### src/rtl/video_pkg.sv
// video_pkg: shared VGA timing defaults, layer bit indices and mask FSM encoding
package video_pkg;

    localparam int H_ACTIVE_DEF = 640;
    localparam int H_FP_DEF     = 16;
    localparam int H_SYNC_DEF   = 96;
    localparam int H_BP_DEF     = 48;
    localparam int V_ACTIVE_DEF = 480;
    localparam int V_FP_DEF     = 10;
    localparam int V_SYNC_DEF   = 2;
    localparam int V_BP_DEF     = 33;

    localparam int LAYER_BORDER = 0;
    localparam int LAYER_PADDLE = 1;
    localparam int LAYER_BLOCKS = 2;
    localparam int LAYER_BALL   = 3;
    localparam int LAYER_LIVES  = 4;

    localparam logic [4:0] LAYER_ALL = 5'b11111;

    typedef enum logic {
        MASK_IDLE    = 1'b0,
        MASK_PENDING = 1'b1
    } mask_state_t;

endpackage

### src/rtl/sync_counter.sv
// sync_counter: wrap counter with registered decodes (sync, active, zero) of its next value
module sync_counter #(
    parameter int TOTAL      = 800,
    parameter int ACTIVE     = 640,
    parameter int SYNC_START = 656,
    parameter int SYNC_WIDTH = 96
) (
    input  logic       clk,
    input  logic       rst_n,
    input  logic       en,
    output logic [9:0] cnt,
    output logic       wrap,
    output logic       sync_n,
    output logic       active,
    output logic       zero
);

    localparam logic [9:0] LAST = 10'(TOTAL - 1);
    localparam logic [9:0] ACT  = 10'(ACTIVE);
    localparam logic [9:0] SS   = 10'(SYNC_START);
    localparam logic [9:0] SE   = 10'(SYNC_START + SYNC_WIDTH);

    logic [9:0] nxt;

    // next count: advance when enabled, wrap at the last position
    always_comb begin
        wrap = en && (cnt == LAST);
        nxt  = wrap ? 10'd0 : cnt + 10'(en);
    end

    // counter plus decodes of the next value so outputs line up with cnt
    always_ff @(posedge clk or negedge rst_n) begin
        if (!rst_n) begin
            cnt    <= 10'd0;
            sync_n <= 1'b1;
            active <= 1'b1;
            zero   <= 1'b1;
        end else begin
            cnt    <= nxt;
            sync_n <= !((nxt >= SS) && (nxt < SE));
            active <= nxt < ACT;
            zero   <= nxt == 10'd0;
        end
    end

endmodule

### src/rtl/vga_frame_ctrl.sv
// vga_frame_ctrl: VGA timing plus frame-synchronous layer mask (optional FRAME_COUNT_EN adds frame_cnt)
module vga_frame_ctrl
    import video_pkg::*;
#(
    parameter int H_ACTIVE = H_ACTIVE_DEF,
    parameter int H_FP     = H_FP_DEF,
    parameter int H_SYNC   = H_SYNC_DEF,
    parameter int H_BP     = H_BP_DEF,
    parameter int V_ACTIVE = V_ACTIVE_DEF,
    parameter int V_FP     = V_FP_DEF,
    parameter int V_SYNC   = V_SYNC_DEF,
    parameter int V_BP     = V_BP_DEF
) (
    input  logic       clk,
    input  logic       rst_n,
    input  logic       cfg_wr,
    input  logic [4:0] cfg_mask,
    output logic [9:0] x,
    output logic [9:0] y,
    output logic       hsync,
    output logic       vsync,
    output logic       in_frame,
    output logic       frame_start,
    output logic [4:0] layer_en,
    output logic       cfg_pending
`ifdef FRAME_COUNT_EN
    ,
    output logic [7:0] frame_cnt
`endif
);

    localparam int H_TOTAL = H_ACTIVE + H_FP + H_SYNC + H_BP;
    localparam int V_TOTAL = V_ACTIVE + V_FP + V_SYNC + V_BP;

    logic        h_wrap, h_act, h_zero;
    logic        v_wrap, v_act, v_zero;
    logic [4:0]  shadow;
    mask_state_t state, state_nxt;

    sync_counter #(
        .TOTAL(H_TOTAL), .ACTIVE(H_ACTIVE),
        .SYNC_START(H_ACTIVE + H_FP), .SYNC_WIDTH(H_SYNC)
    ) u_h (
        .clk(clk), .rst_n(rst_n), .en(1'b1), .cnt(x), .wrap(h_wrap),
        .sync_n(hsync), .active(h_act), .zero(h_zero)
    );

    sync_counter #(
        .TOTAL(V_TOTAL), .ACTIVE(V_ACTIVE),
        .SYNC_START(V_ACTIVE + V_FP), .SYNC_WIDTH(V_SYNC)
    ) u_v (
        .clk(clk), .rst_n(rst_n), .en(h_wrap), .cnt(y), .wrap(v_wrap),
        .sync_n(vsync), .active(v_act), .zero(v_zero)
    );

    assign in_frame    = h_act & v_act;
    assign frame_start = h_zero & v_zero;

    // a write always (re)arms; otherwise the frame wrap retires the pending mask
    always_comb begin
        state_nxt   = cfg_wr ? MASK_PENDING : (v_wrap ? MASK_IDLE : state);
        cfg_pending = state == MASK_PENDING;
    end

    // mask FSM state register
    always_ff @(posedge clk or negedge rst_n) begin
        if (!rst_n) state <= MASK_IDLE;
        else        state <= state_nxt;
    end

    // wrap transfers the old shadow before a coincident write replaces it
    always_ff @(posedge clk or negedge rst_n) begin
        if (!rst_n) begin
            shadow   <= LAYER_ALL;
            layer_en <= LAYER_ALL;
        end else begin
            if (v_wrap && state == MASK_PENDING) layer_en <= shadow;
            if (cfg_wr) shadow <= cfg_mask;
        end
    end

`ifdef FRAME_COUNT_EN
    // free-running frame timebase for game logic
    always_ff @(posedge clk or negedge rst_n) begin
        if (!rst_n)      frame_cnt <= 8'd0;
        else if (v_wrap) frame_cnt <= frame_cnt + 8'd1;
    end
`endif

endmodule
### config.mk
export PLATFORM = sky130hd
export DESIGN_NAME = vga_frame_ctrl
export DESIGN_NICKNAME = d
export VERILOG_FILES = /design/src/rtl/video_pkg.sv /design/src/rtl/sync_counter.sv /design/src/rtl/vga_frame_ctrl.sv
export SDC_FILE = /design/constraint.sdc
export NUM_CORES = 1
export LEC_CHECK = 0
export CORE_ASPECT_RATIO = 0.5
export CORE_MARGIN = 10
export CORE_UTILIZATION = 55
export CTS_CLUSTER_DIAMETER = 120
export DETAILED_ROUTE_END_ITERATION = 10
export GPL_TIMING_DRIVEN = 1
export PLACE_DENSITY = 0.83
export SKIP_LAST_GASP = 1
export SLEW_MARGIN = 20
export SYNTH_ARGS = -nofsm -noshare
export SYNTH_HDL_FRONTEND = slang
export SYNTH_HIERARCHICAL = 1
export SYNTH_SLANG_ARGS = --single-unit
### constraint.sdc
create_clock -name clk -period 5.9 [get_ports clk]
set_input_delay 1.18 -clock clk [delete_from_list [all_inputs] [get_ports clk]]
set_output_delay 1.18 -clock clk [all_outputs]
set_load 0.02 [all_outputs]
==> results.cfg, run 1 <==
[die]
core_mm2 = 0.00355
ioPinCount = 38
dieArea_mm2 = 0.00681
initial_core_util = 0.589
rows = 15
die_h_um = 63.6
die_w_um = 107

[worst_hold_path]
whs_path_depth = 1
min_to = cfg_pending$_DFFE_PN0P_
min_from = cfg_pending$_DFFE_PN0P_
hold_class = reg -> reg

[synthesis]
synthesis.instances = 196
synth-seq-cells = 37
ys_seq_area_frac = 0.453
synth_edf_count = 0
synth_area_per_cell_um2 = 10.7
async_flop_share = 1.00
synthDistinctLibCells = 62
synthesis.area_mm2 = 0.00209
synth_warnings = 6
synth-main-ff-cell = dfrtp_1

[timing]
maxSlewHeadroom = 0.552
worst_pin_slew_ns = 0.669
clock.fmax_ghz = 0.351
tns_ns = 0
min_period_ns = 2.85
maxSlewViolCount = 0
final.setup_skew_ns = 0.00278
final-setup-viol-count = 0
rsz0062_at_grt = false
period_share = 0.483
hold_viol = 0

[layout]
multi_input_area_mm2 = 0.00103
layoutNonFillerInstCount = 280
layout_common_cells = 37 x clkdlybuf4s50_1, 21 x dfrtp_1, 16 x dfstp_2, 14 x nor2_1, 11 x nand3_1
nNetsFinal = 240
drive_gt1_frac = 0.192
mostFrequentLayoutCell = clkdlybuf4s50_1
areaGrowthSynthToFinish_pct = 22.7
final_area_mm2 = 0.00256
ff_latch_area_um2 = 946
num_antenna_cells = 0
final_util = 0.722
nFillCells = 246

[power]
power.leakage_nw = 1.05
p_switching_w = 0.000297
power_w = 0.000861
power_density_mw_per_mm2 = 336
p_int_w = 0.000564
power_frac_seq = 0.419
swShare = 0.345
power.share.combinational = 0.317
vdd_drop_max_v = 0.000160
power_frac_clock = 0.264

[worst_setup_path]
crit_fanout = 13
cp.required_ns = 6.09
reg2reg_from = u_h/cnt[2]$_DFF_PN0_
worstRegToRegCells = 9
start_kind = flop
end_kind = flop
r2r_end = u_v/sync_n$_DFF_PN1_
cp.arrival_ns = 3.04
crit_type = reg -> reg
regToRegSetupSlack_ns = 3.05

[global_route]
track_usage = 0.141
overflow = 0
grt_max_degree = 24
grt_pass1_vias = 1529
antenna_found_initial = 0
grt_pass1_wl_um = 7770

[clock_tree]
cts-htree-levels = 2
worstSkewPairLatency_ns = 0.29
cts-root-buf = clkbuf_8
post_cts.repair.setup_buffers = 0
clkSinkCount = 37
ctsResizeCount = 0
cts_tree = yes
clockBufferDepth = 2
hold_buffers = 0
path_clk_slew_ns = 0.07
cts_buffers = 5

[detailed_routing]
vias = 1588
drtAntennaViolNets = 0
via_per_inst = 5.67
dr.first_iter.drc_count = 50
wl_per_cell_um = 17.0
drc = 0
routed_wl_um = 4750
dr.pass1.iters = 4

[placement]
io_buffers = 37
placed_area_mm2 = 0.00245
dp.cells = 272
place.gp.congestion = 0.893
dp_hpwl_um = 3390

[run_status]
status = complete, no violations

[run]
drv_cap = 0
[per-layer routing]
layer	global-route usage	routed length (um)
met1	0.169	2080
met2	0.233	2400
met3	0.0365	215
met4	0.0604	56
met5	0	0
[metrics by stage]
stage	hold slack [ns]	setup WS, ns
final	0.543	3.05
after floorplan	0.600	3.28
after detailed placement	0.533	3.16
after global placement	0.505	3.29
after global routing	0.575	2.93
after CTS	0.547	3.07
[worst max path at each step]
stage,to,cells after the start,startpoint
after detailed placement,u_v/sync_n$_DFF_PN1_,9,u_h/cnt[3]$_DFF_PN0_
after floorplan,u_v/sync_n$_DFF_PN1_,11,u_h/cnt[3]$_DFF_PN0_
after global placement,u_v/sync_n$_DFF_PN1_,9,u_h/cnt[5]$_DFF_PN0_
after CTS,u_v/sync_n$_DFF_PN1_,9,u_h/cnt[2]$_DFF_PN0_
after global routing,u_v/sync_n$_DFF_PN1_,9,u_h/cnt[2]$_DFF_PN0_
final,u_v/sync_n$_DFF_PN1_,9,u_h/cnt[2]$_DFF_PN0_
[area by class of cell]
class                      instances  area share
timing repair buffer              39       0.150
multi-input combinational        140       0.403
clock buffer                       7      0.0337
tap                               51      0.0249
sequential                        37       0.369
inverter                           5     0.00732
clock inverter                     1      0.0117
[critical path, stage by stage, from the launching register on]
cell	delay, ns
dfrtp_1	0.50
nand3_2	0.24
nor3_1	0.23
buf_4	0.22
ha_1	0.24
ha_1	0.31
nand4_1	0.23
xor2_1	0.21
o41ai_1	0.41
nand4b_1	0.16
[synth_stat cells, drive strengths merged, types with 4 or more instances]
master  instances  area (um2)
nor2b           4        25.0
nor2           14        52.6
xor2            7        61.3
nand3          12        65.1
ha              4        50.1
buf            13        86.3
a21oi           4        23.8
or4             4        37.5
dfstp          16         420
nand2          10        40.0
inv             5        18.8
xnor2           7        61.3
nand4           6        37.5
dfrtp          21         526
mux2           10         128
nor3            9        61.3
[power groups by stage]
| stage | registers (W) | logic [W] | clock network [W] |
|---|---|---|---|
| 6_report | 0.000360 | 0.000273 | 0.000227 |
| 4_1_cts | 0.000358 | 0.000274 | 0.000233 |
| 3_5_place_dp | 0.000362 | 0.000271 | 0 |
| 5_1_grt | 0.000369 | 0.000290 | 0.000249 |
| 2_1_floorplan | 0.000356 | 0.000182 | 0 |
| 3_3_place_gp | 0.000358 | 0.000267 | 0 |
[state kept, by name, indices dropped and copies added, names as in the netlist]
register     count
u_v/cnt         10
layer_en         5
u_v/sync_n       1
u_v/active       1
u_h/sync_n       1
u_h/active       1
u_h/zero         1
u_h/cnt         10
cfg_pending      1
shadow           5
u_v/zero         1
[cell families after synthesis]
logic type,after synthesis,synth area share
flip-flops,37,0.453
adder cells (fa/ha/maj),4,0.0240
XOR/XNOR,14,0.0587
AO/OA/AOI/OAI,27,0.102
AND/OR/NAND/NOR,82,0.240
multiplexers,11,0.0659
buffers and inverters,20,0.0545
other,1,0.00180
No activity file was read; power rests on OpenSTA's default activity.
==> inputs of run 2 (changes only) <==
--- a/config.mk
+++ b/config.mk
@@ -7,11 +7,11 @@
 export LEC_CHECK = 0
 export CORE_ASPECT_RATIO = 0.5
 export CORE_MARGIN = 10
-export CORE_UTILIZATION = 55
+export CORE_UTILIZATION = 47
 export CTS_CLUSTER_DIAMETER = 120
 export DETAILED_ROUTE_END_ITERATION = 10
 export GPL_TIMING_DRIVEN = 1
-export PLACE_DENSITY = 0.83
+export PLACE_DENSITY = 0.76
 export SKIP_LAST_GASP = 1
 export SLEW_MARGIN = 20
 export SYNTH_ARGS = -nofsm -noshare
==> constraint.sdc (replaced) <==
create_clock -name clk -period 2.28 [get_ports clk]
set_input_delay 0.456 -clock clk [delete_from_list [all_inputs] [get_ports clk]]
set_output_delay 0.456 -clock clk [all_outputs]
set_load 0.02 [all_outputs]
==> run 2 against run 1 <==
First-iteration DRC count is 54% higher. Cell count is 7.5% higher. Setup slack worse by 3.0 ns. Critical path type unchanged. Wire length is 7.0% higher. Clock-buffer cell count is 1 higher. Largest power group is now combinational logic.
==> results.cfg, run 2 (synthesis results as in run 1) <==
[timing]
clock.fmax_ghz = 0.457
maxSlewHeadroom = 0.566
rsz0062_at_grt = true
period_share = 0.960
worst_pin_slew_ns = 0.635
min_period_ns = 2.19
hold_ws_ns = 0.534
final-setup-viol-count = 0
maxSlewViolCount = 0
hold_viol = 0
final.setup_skew_ns = 0.0115

[placement]
io_buffers = 37
place.gp.congestion = 0.900
placed_area_mm2 = 0.00261
dp_hpwl_um = 3690

[die]
rows = 17
die_w_um = 114
ioPinCount = 38
die_h_um = 67.1
dieArea_mm2 = 0.00767
core_mm2 = 0.00434
initial_core_util = 0.481

[clock_tree]
cts-root-buf = clkbuf_8
cts-htree-levels = 2
worstSkewPairLatency_ns = 0.28
path_clk_slew_ns = 0.07
cts_tree = yes
cts_buffers = 5
post_cts.repair.setup_buffers = 0
clkSinkCount = 37
clockBufferDepth = 2

[power]
p_int_w = 0.00147
power_density_mw_per_mm2 = 836
power.share.combinational = 0.429
vdd_drop_max_v = 0.000383
swShare = 0.355
p_switching_w = 0.000806
power_frac_seq = 0.368
power.leakage_nw = 1.12
power_frac_clock = 0.203

[worst_setup_path]
worstRegToRegCells = 6
path_delay_family = compound AO/OA/AOI/OAI gates
cpMostUsedCell = ha_1
cp.arrival_ns = 2.41
reg2reg_from = u_h/cnt[0]$_DFF_PN0_
critPathLaunch = u_h/cnt[0]$_DFF_PN0_
regToRegSetupSlack_ns = 0.09
critPathSlowestCell = a2111oi_0
path_buf_inv = 0
max_stage_delay_ns = 0.66
start_kind = flop
crit_fanout = 5
worstPathCellList = ha_1 > ha_1 > nor3_1 > o2111ai_1 > a2111oi_0 > o21ba_1
end_kind = flop
r2r_end = u_h/zero$_DFF_PN1_
crit_type = reg -> reg
cp.required_ns = 2.50

[global_route]
grt_pass1_wl_um = 8110
grt_pass1_vias = 1561
track_usage = 0.131
antenna_found_initial = 0
overflow = 0
grt_max_degree = 38

[layout]
top_regs = u_h/cnt (10), u_v/cnt (10)
nNetsFinal = 255
drive_gt1_frac = 0.270
layout_common_cells = 37 x clkdlybuf4s50_1, 18 x dfrtp_1, 17 x buf_4, 16 x dfstp_2, 14 x nor2_1
final_area_mm2 = 0.00272
num_antenna_cells = 0
mostFrequentLayoutCell = clkdlybuf4s50_1
areaGrowthSynthToFinish_pct = 30.3

[detailed_routing]
via_per_inst = 5.50
routed_wl_um = 5080
drtAntennaViolNets = 0
dr.pass1.iters = 4
drc = 0
wl_per_cell_um = 16.9
dr.first_iter.drc_count = 77
vias = 1655

[run]
drv_cap = 0

[worst_hold_path]
min_from = cfg_pending$_DFFE_PN0P_
min_to = cfg_pending$_DFFE_PN0P_
hold_class = reg -> reg
whs_path_depth = 1

[run_status]
status = complete, no violations
## run 2: cell types whose count changed in the layout (fill, tap and decap cells not counted), moves of 2 or more
cell     before  now
ha_4          0    2
buf_4         2   17
dfrtp_2       0    3
ha_1          4    2
dfrtp_1      21   18
## run 2: final cells by class
cell class                      count  area, um2
Clock buffer                        8       90.1
Multi-Input combinational cell    140       1090
Fill cell                         368       1620
Inverter                            5       18.8
Tap cell                           57       71.3
Timing Repair Buffer               54        498
Sequential cell                    37        950
## run 2: through the flow
step / total power, W / setup slack, ns / TNS (ns) / utilization / cells
final: 0.00227 / 0.0911 / 0 / 0.627 / 301
after global routing: 0.00241 / -0.0273 / -0.0273 / 0.627 / 301
after CTS: 0.00226 / 0.0745 / 0 / 0.622 / 301
after detailed placement: 0.00178 / 0.107 / 0 / 0.601 / 293
after global placement: 0.00176 / 0.154 / 0 / 0.601 / 293
after floorplan: 0.00143 / -0.0201 / -0.0245 / - / 197
## run 2: worst reg2reg max path, delay by kind of cell, from the launching register on
kind	cells	cell delay, ns
DFF	1	0.43
adders and majority gates	2	0.46
and+or+nand+nor	1	0.20
AOI/OAI and AO/OA	3	1.03
## run 2: worst max path at each step
stage               cells after the start  slack, ns                 end
floorplan                              10      -0.02  u_v/zero$_DFF_PN1_
global placement                        8       0.15  u_v/zero$_DFF_PN1_
detailed placement                      9       0.11  u_v/zero$_DFF_PN1_
CTS                                     9       0.07  u_v/zero$_DFF_PN1_
global route                            9      -0.03  u_v/zero$_DFF_PN1_
finish                                  6       0.09  u_h/zero$_DFF_PN1_
## run 2: repair_timing
action | 4_1_cts | 5_1_grt
endpoints found under the setup margin | 0 | 4
hold buffers | 0 | 0
gates resized for setup | 0 | 2
## run 2: power by group through the flow
stage / logic (W) / clock network (W) / registers [W]
after global routing: 0.00106 / 0.000504 / 0.000845
after global placement: 0.000931 / 0 / 0.000833
after detailed placement: 0.000942 / 0 / 0.000840
after CTS: 0.000954 / 0.000475 / 0.000831
final: 0.000976 / 0.000462 / 0.000836
after floorplan: 0.000493 / 0 / 0.000932
## run 2: metal layers
layer / part of all wire / up-vias / GRT usage
met4: 0.0053 / 0 / 0.0280
met1: 0.45 / 816 / 0.171
met2: 0.50 / 29 / 0.218
met3: 0.047 / 2 / 0.0345
li1: - / 808 / -
met5: 0 / - / 0
==> inputs of run 3 (changes only) <==
--- a/config.mk
+++ b/config.mk
@@ -7,11 +7,13 @@
 export LEC_CHECK = 0
 export CORE_ASPECT_RATIO = 0.5
 export CORE_MARGIN = 10
-export CORE_UTILIZATION = 47
+export CORE_UTILIZATION = 52
 export CTS_CLUSTER_DIAMETER = 120
 export DETAILED_ROUTE_END_ITERATION = 10
+export GPL_ROUTABILITY_DRIVEN = 0
 export GPL_TIMING_DRIVEN = 1
-export PLACE_DENSITY = 0.76
+export PLACE_DENSITY = 0.79
+export REMOVE_ABC_BUFFERS = 1
 export SKIP_LAST_GASP = 1
 export SLEW_MARGIN = 20
 export SYNTH_ARGS = -nofsm -noshare
==> constraint.sdc (replaced) <==
create_clock -name clk -period 2.1 [get_ports clk]
set_input_delay 0.42 -clock clk [delete_from_list [all_inputs] [get_ports clk]]
set_output_delay 0.42 -clock clk [all_outputs]
set_load 0.02 [all_outputs]
==> run 3 against run 2 <==
The flow now finishes with violations (negative setup slack). Non-clock buffer count up 13. Hold slack worse by 0.0068 ns. Cell count up 3.3%. Wire length up 11%. Clock skew down 0.0049 ns. Utilization up 12 points. Maximum frequency down 0.85%. Clock-buffer cell count down 1. Global-route usage up 1.9 points. Via count up 10%. Sequential share of layout area down 2.1 points. Die area down 7.4%. Largest cell class unchanged. Highest routed layer unchanged.
==> results.cfg, run 3 (synthesis results as in run 1) <==
[run_status]
status = finished with violations
violations = negative setup slack

[layout]
final_util = 0.742
nFillCells = 260
top_regs = u_h/cnt (10), u_v/cnt (10)
layoutNonFillerInstCount = 311
nNetsFinal = 268
drive_gt1_frac = 0.331
areaGrowthSynthToFinish_pct = 38.0
mostFrequentLayoutCell = clkdlybuf4s50_1
layout_common_cells = 37 x clkdlybuf4s50_1, 30 x buf_4, 21 x dfrtp_1, 16 x dfstp_2, 13 x nor2_1
num_antenna_cells = 0

[die]
ioPinCount = 38
core_mm2 = 0.00388
dieArea_mm2 = 0.00710
initial_core_util = 0.538
die_h_um = 64.8
rows = 16
die_w_um = 110

[detailed_routing]
routed_wl_um = 5630
dr.pass1.iters = 4
drtAntennaViolNets = 0
via_per_inst = 5.86
dr.first_iter.drc_count = 106
drc = 0
vias = 1821
wl_per_cell_um = 18.1

[timing]
min_period_ns = 2.21
clock.fmax_ghz = 0.453
maxSlewViolCount = 0
rsz0062_at_grt = true
hold_viol = 0
tns_ns = -0.321
final.setup_skew_ns = 0.00662
final-setup-viol-count = 5
period_share = 1.05
setup_ws_ns = -0.108

[worst_setup_path]
worstPathCellList = nand4b_1 > nor3_4 > ha_2 > ha_4 > nand4_1 > buf_4 > mux2i_2 > a2bb2oi_2 > nor3_2
path_delay_family = simple AND/OR/NAND/NOR gates
cp.arrival_ns = 2.42
cp.required_ns = 2.31
crit_fanout = 3
crit_type = reg -> reg
end_kind = flop
critPathSlowestCell = dfrtp_1
max_stage_delay_ns = 0.38
start_kind = flop
path_buf_inv = 1
regToRegSetupSlack_ns = -0.11

[global_route]
antenna_found_initial = 0
grt_max_degree = 38
grt_pass1_wl_um = 8570
overflow = 0
track_usage = 0.151
grt_pass1_vias = 1731

[placement]
dp.cells = 299
io_buffers = 37
dp_hpwl_um = 3680

[clock_tree]
path_clk_slew_ns = 0.07
worstSkewPairLatency_ns = 0.28
cts_buffers = 5
cts-htree-levels = 2
cts_tree = yes
cts-root-buf = clkbuf_8
clockBufferDepth = 2
clkSinkCount = 37

[power]
power_density_mw_per_mm2 = 913
power_w = 0.00263
vdd_drop_max_v = 0.000400
power.leakage_nw = 1.19

[run]
drv_cap = 0

[worst_hold_path]
hold_class = reg -> reg
[run 3: path summary, 6_finish.rpt]
check / startpoint / endpoint / depth (start not counted)
max: u_h/cnt[7]$_DFF_PN0_ / u_v/zero$_DFF_PN1_ / 9
min in group asynchronous: rst_n / u_h/cnt[0]$_DFF_PN0_ / 2
min: cfg_pending$_DFFE_PN0P_ / cfg_pending$_DFFE_PN0P_ / 1
max reg2reg: u_h/cnt[7]$_DFF_PN0_ / u_v/zero$_DFF_PN1_ / 9
min reg2reg: cfg_pending$_DFFE_PN0P_ / cfg_pending$_DFFE_PN0P_ / 1
max in group asynchronous: rst_n / u_v/sync_n$_DFF_PN1_ / 2
[run 3: layout make-up]
cell class	count	area, um2	share of cell area
multi-input cells	140	1140	0.395
flip-flops and latches	37	946	0.328
inverters	5	18.8	0.00651
clock buffers	7	86.3	0.0300
well taps	54	67.6	0.0234
repair buffers	67	596	0.207
clock inverters	1	30.0	0.0104
[run 3: timing repair]
| item | in CTS | in global routing |
|---|---|---|
| pin swaps | 6 | 5 |
| endpoints found under the setup margin | 4 | 11 |
| hold buffers | 0 | 0 |
| buffers inserted | 2 | 2 |
| resized for setup | 8 | 11 |
[run 3: power by group]
group	internal (W)	leakage (nW)	switching, W
registers	0.000823	0.429	0.0000716
clock network	0.000387	0.0585	0.000245
logic	0.000514	0.706	0.000589
[run 3: stage by stage]
step / hold WS [ns] / setup WS (ns) / cell area [um2]
global route: 0.554 / -0.190 / 2880
floorplan: 0.124 / -0.908 / 2000
finish: 0.527 / -0.108 / 2880
global placement: 0.515 / -0.0846 / 2630
CTS: 0.533 / -0.0564 / 2800
detailed placement: 0.511 / -0.181 / 2630
[run 3: layer usage]
| layer | part of all wire | vias up | track usage | wire length (um) |
|---|---|---|---|---|
| met5 | 0 | - | 0 | 0 |
| met4 | 0.0071 | 0 | 0.0419 | 40 |
| met3 | 0.071 | 6 | 0.0335 | 398 |
| met2 | 0.49 | 86 | 0.257 | 2780 |
| met1 | 0.43 | 892 | 0.188 | 2400 |
| li1 | - | 837 | - | - |
